`src/rtl/fetch_buffer_pkg.sv`:
```
// Shared fetch-stage definitions: instruction width, NOP word, fetch-entry layout.
package fetch_buffer_pkg;

    localparam int unsigned SIZE = 32;

    // addi x0,x0,0
    localparam logic [SIZE-1:0] NOP_INSTR = 32'h00000013;

    // One fetched instruction as seen by the IF/ID register and decode.
    typedef struct packed {
        logic [SIZE-1:0] pc;
        logic [SIZE-1:0] pc_save;
        logic [SIZE-1:0] instr;
    } fetch_entry_t;

endpackage

```
`src/rtl/fetch_buffer_ptr.sv`:
```
// Modulo-2^WIDTH pointer with synchronous clear and increment.
module fetch_buffer_ptr #(
    parameter int unsigned WIDTH = 2
) (
    input  logic             clk,
    input  logic             reset,
    input  logic             clr,
    input  logic             inc,
    output logic [WIDTH-1:0] value
);

    // Pointer register; wrap is natural overflow of the pointer bits.
    always_ff @(posedge clk) begin
        if (reset || clr) begin
            value <= '0;
        end else if (inc) begin
            value <= value + WIDTH'(1);
        end
    end

endmodule

```
`src/rtl/fetch_buffer.sv`:
```
// Instruction queue between fetch and decode: circular buffer with
// valid/ready handshakes, full back-pressure and flush on redirect.
module fetch_buffer
    import fetch_buffer_pkg::*;
#(
    parameter int unsigned     size  = SIZE,
    parameter int unsigned     DEPTH = 4,
    parameter logic [size-1:0] NOP   = NOP_INSTR
) (
    input  logic                     clk,
    input  logic                     reset,
    input  logic                     flush,
    input  logic                     in_valid,
    output logic                     in_ready,
    input  logic [size-1:0]          in_pc,
    input  logic [size-1:0]          in_pc_save,
    input  logic [size-1:0]          in_instr,
    output logic                     out_valid,
    input  logic                     out_ready,
    output logic [size-1:0]          out_pc,
    output logic [size-1:0]          out_pc_save,
    output logic [size-1:0]          out_instr,
    output logic [$clog2(DEPTH):0]   count
);

    localparam int unsigned AW = $clog2(DEPTH);
    localparam int unsigned CW = AW + 1;
    localparam logic [CW-1:0] FULL_CNT = CW'(DEPTH);

    logic [size-1:0] mem_pc      [DEPTH];
    logic [size-1:0] mem_pc_save [DEPTH];
    logic [size-1:0] mem_instr   [DEPTH];

    logic [AW-1:0] rd_ptr;
    logic [AW-1:0] wr_ptr;
    logic          full;
    logic          empty;
    logic          push;
    logic          pop;

    // Handshake qualifiers derived from registered count only.
    always_comb begin
        full      = (count == FULL_CNT);
        empty     = (count == '0);
        in_ready  = !full;
        out_valid = !empty;
        push      = in_valid && in_ready && !flush;
        pop       = out_valid && out_ready && !flush;
    end

    fetch_buffer_ptr #(.WIDTH(AW)) u_rd_ptr (
        .clk   (clk),
        .reset (reset),
        .clr   (flush),
        .inc   (pop),
        .value (rd_ptr)
    );

    fetch_buffer_ptr #(.WIDTH(AW)) u_wr_ptr (
        .clk   (clk),
        .reset (reset),
        .clr   (flush),
        .inc   (push),
        .value (wr_ptr)
    );

    // Occupancy counter; push and pop together leave it unchanged.
    always_ff @(posedge clk) begin
        if (reset || flush) begin
            count <= '0;
        end else if (push && !pop) begin
            count <= count + CW'(1);
        end else if (pop && !push) begin
            count <= count - CW'(1);
        end
    end

    // Storage write; the array is deliberately not cleared on reset.
    always_ff @(posedge clk) begin
        if (push) begin
            mem_pc[wr_ptr]      <= in_pc;
            mem_pc_save[wr_ptr] <= in_pc_save;
            mem_instr[wr_ptr]   <= in_instr;
        end
    end

    // Head read, masked to zero/NOP while empty.
    always_comb begin
        out_pc      = '0;
        out_pc_save = '0;
        out_instr   = NOP;
        if (!empty) begin
            out_pc      = mem_pc[rd_ptr];
            out_pc_save = mem_pc_save[rd_ptr];
            out_instr   = mem_instr[rd_ptr];
        end
    end

endmodule

```
`config.mk`:
```
export PLATFORM = sky130hd
export DESIGN_NAME = fetch_buffer
export DESIGN_NICKNAME = d
export VERILOG_FILES = /design/src/rtl/fetch_buffer_pkg.sv /design/src/rtl/fetch_buffer_ptr.sv /design/src/rtl/fetch_buffer.sv
export SDC_FILE = /design/constraint.sdc
export NUM_CORES = 1
export LEC_CHECK = 0
export CORE_ASPECT_RATIO = 1.25
export CORE_MARGIN = 1.5
export CORE_UTILIZATION = 59
export CTS_CLUSTER_DIAMETER = 150
export CTS_CLUSTER_SIZE = 24
export DETAILED_ROUTE_END_ITERATION = 8
export GPL_ROUTABILITY_DRIVEN = 0
export HOLD_SLACK_MARGIN = 0.12
export PLACE_DENSITY = 0.86
export SLEW_MARGIN = 15
export SYNTH_ARGS = -nofsm -noshare
export SYNTH_HDL_FRONTEND = slang
export SYNTH_SLANG_ARGS = --single-unit
export TNS_END_PERCENT = 100
```
`constraint.sdc`:
```
create_clock -name clk -period 7.5 [get_ports clk]
set_input_delay 0.75 -clock clk [delete_from_list [all_inputs] [get_ports clk]]
set_output_delay 0.75 -clock clk [all_outputs]
set_load 0.03 [all_outputs]
```
==> results_dict.tcl <==
set metrics [dict create \
    slew_headroom_pct 40.2 \
    wire_per_inst_um 23.1 \
    cts_resized 0 \
    fin_skew_ps 13.2 \
    die_x_um 145 \
    cts.sinks 393 \
    synth_area_um2 15000 \
    drt_wl_total_um 27700 \
    layout.nets 965 \
    ant_nets 0 \
    syn_area_per_cell_um2 22.6 \
    initial_core_util_pct 60.6 \
    post_cts_buffers 0 \
    hold_buffers 0 \
    hold_path_class "reg -> reg" \
    fp.dieH_um 181 \
    p_per_area_nw_per_um2 224 \
    grt_max_degree 97 \
    dr.pass1.iters 5 \
    clk_pin_slew_worst_paths_ps 80 \
    finalSetupViolations 0 \
    multi_input_area_um2 3040 \
    path_class "reg -> out" \
    cp_slowest_cell "buf_4" \
    route.detailed.drc 0 \
    htreeDepth 1 \
    path_depth 4 \
    first_iter_violations 503 \
    critPathMaxFanout 58 \
    start_kind "flip-flop" \
    vias 6968 \
    grt_pass1_wl_um 42800 \
    cts_root_buf "clkbuf_16" \
    portBuffers 201 \
    yosys_warnings 0 \
    cts_tree "built" \
    status "completed" \
    r2r_cells 4 \
    ir_drop_mv 0.227 \
    drive_gt1_share_pct 15.6 \
    grt_pass1_vias 7438 \
    register_area_um2 11700 \
    clock.fmax_ghz 0.249 \
    coreArea_um2 24700 \
    ys_types 25 \
    timing.final.crit_period_ps 4020 \
    period_share_pct 53.6 \
    maxCapViolCount 0 \
    p_leak_nw 5.51 \
    antenna_found_initial 5 \
    arrival_ps 3270 \
    die_area_um2 26300 \
    synth_nets 768 \
    pin_count 202 \
    viasPerCell 5.82 \
    cp_top_family "buffers and inverters" \
    finalNonFillerCells 1198 \
    hpwl_um 16400 \
    cts_buffers 20 \
    path_buf_inv 2 \
    placedCellCount 1166 \
    rsz0062_at_grt "no" \
    max_stage_delay_ps 760 \
    fin_hold_ws_ps 518 \
    syn_inst 661 \
    fin_setup_tns_ps 0 \
    worstHoldPathCells 2 \
    overflow 0 \
    drv_slew 0 \
    yosysSeqAreaShare_pct 78.3 \
    hold_violations 0 \
    synth_seq_cells 393 \
    critPathRequiredTime_ps 6750 \
    tightest_slew_ps 897 \
    crit_path_cell_trace "buf_4 > mux4_2 > and2_1 > clkdlybuf4s50_1" \
    final_common_cell "edfxtp_1" \
    crit_path_end_kind "output port" \
    final_cell_mix "edfxtp_1, clkdlybuf4s50_1, mux4_2" \
    grt_util_all_layers_pct 21.5 \
    area_delta_synth_final_pct 19.3 \
    clk_path_buf_depth 3 \
    clk_latency_ps 520 \
    nFillCells 1490 \
    row_count 64 \
]
flip-flops by register name, summed over array words and instances (netlist names), named ones only:
register	cells
mem_instr	128
mem_pc	128
mem_pc_save	128
count	3
u_rd_ptr.value	2
u_wr_ptr.value	2
layout make-up:
| cell class | count | share of cell area, % |
|---|---|---|
| Clock inverter | 1 | 0.0911 |
| Multi-Input combinational cell | 229 | 17.0 |
| Inverter | 6 | 0.126 |
| Sequential cell | 393 | 65.7 |
| Clock buffer | 28 | 3.09 |
| Tap cell | 330 | 2.31 |
| Antenna cell | 3 | 0.0421 |
| Timing Repair Buffer | 208 | 11.6 |
tightest hold or removal path, cell delays in order, from the launching register on:
cell     delay (ps)
dfxtp_1         310
o21ai_0          80
a21oi_1          80
metrics by stage:
stage,cell area [um2],utilization (%),worst slack (ps),total power (W)
6_report,17800,72.4,3480,0.00399
5_1_grt,17800,72.4,3330,0.00412
4_1_cts,17800,72.3,3420,0.00403
3_5_place_dp,17300,70.0,3790,0.00290
3_3_place_gp,17300,70.0,3890,0.00290
2_1_floorplan,15000,-,3660,0.00271
layer usage:
layer  GRT usage [%]  vias up  wire [um]  share of wire (%)
li1                -     3067          -                  -
met5               0        -         27              0.097
met2            36.1      233      14500                 52
met3            3.06       53       1470                5.3
met4            7.96        4        833                3.0
met1            29.1     3611      10900                 39
path summary, 6_finish.rpt:
check,start,to,slack [ps]
worst max-delay path,flip-flop,out_pc[11],3480
worst min-delay path,u_rd_ptr.value[1]$_SDFFE_PP0P_,flip-flop,520
worst max register to register,count[0]$_SDFFE_PP0P_,mem_pc_save[2][28]$_DFFE_PP_,4480
worst min register to register,u_rd_ptr.value[1]$_SDFFE_PP0P_,flip-flop,520
synth_stat cells (all sizes together):
cell type  instances  share of area, %
edfxtp           384                77
and2              97               4.1
mux4              96                14
buf               17              0.88
clkbuf            16              0.40
dfxtp              9               1.2
inv                6              0.15
ha                 5              0.42
or2                5              0.21
a21oi              4              0.13
nor2               4              0.10
o21ai              4              0.13
xor2               3              0.18
nand3              2             0.067
nor3               2              0.10
or3                2             0.084
fa                 1              0.13
mux2i              1             0.067
nand2              1             0.025
nor3b              1             0.050
o31ai              1             0.050
report_power, final:
part / leakage [nW] / switching (W) / internal [W] / total, W
Combinational: 1.67 / 0.000213 / 0.000180 / 0.000393
Sequential: 3.56 / 0.0000110 / 0.00245 / 0.00246
Clock: 0.274 / 0.000621 / 0.000520 / 0.00114
cells by family after synthesis:
| group | synth area share [%] |
|---|---|
| AO/OA/AOI/OAI | 0.318 |
| XOR/XNOR | 0.176 |
| adder cells (fa/ha/maj) | 0.552 |
| buffers and inverters | 1.43 |
| flip-flops | 78.3 |
| multiplexers | 14.5 |
| AND/OR/NAND/NOR | 4.69 |
No activity file was read; power rests on OpenSTA's default activity.
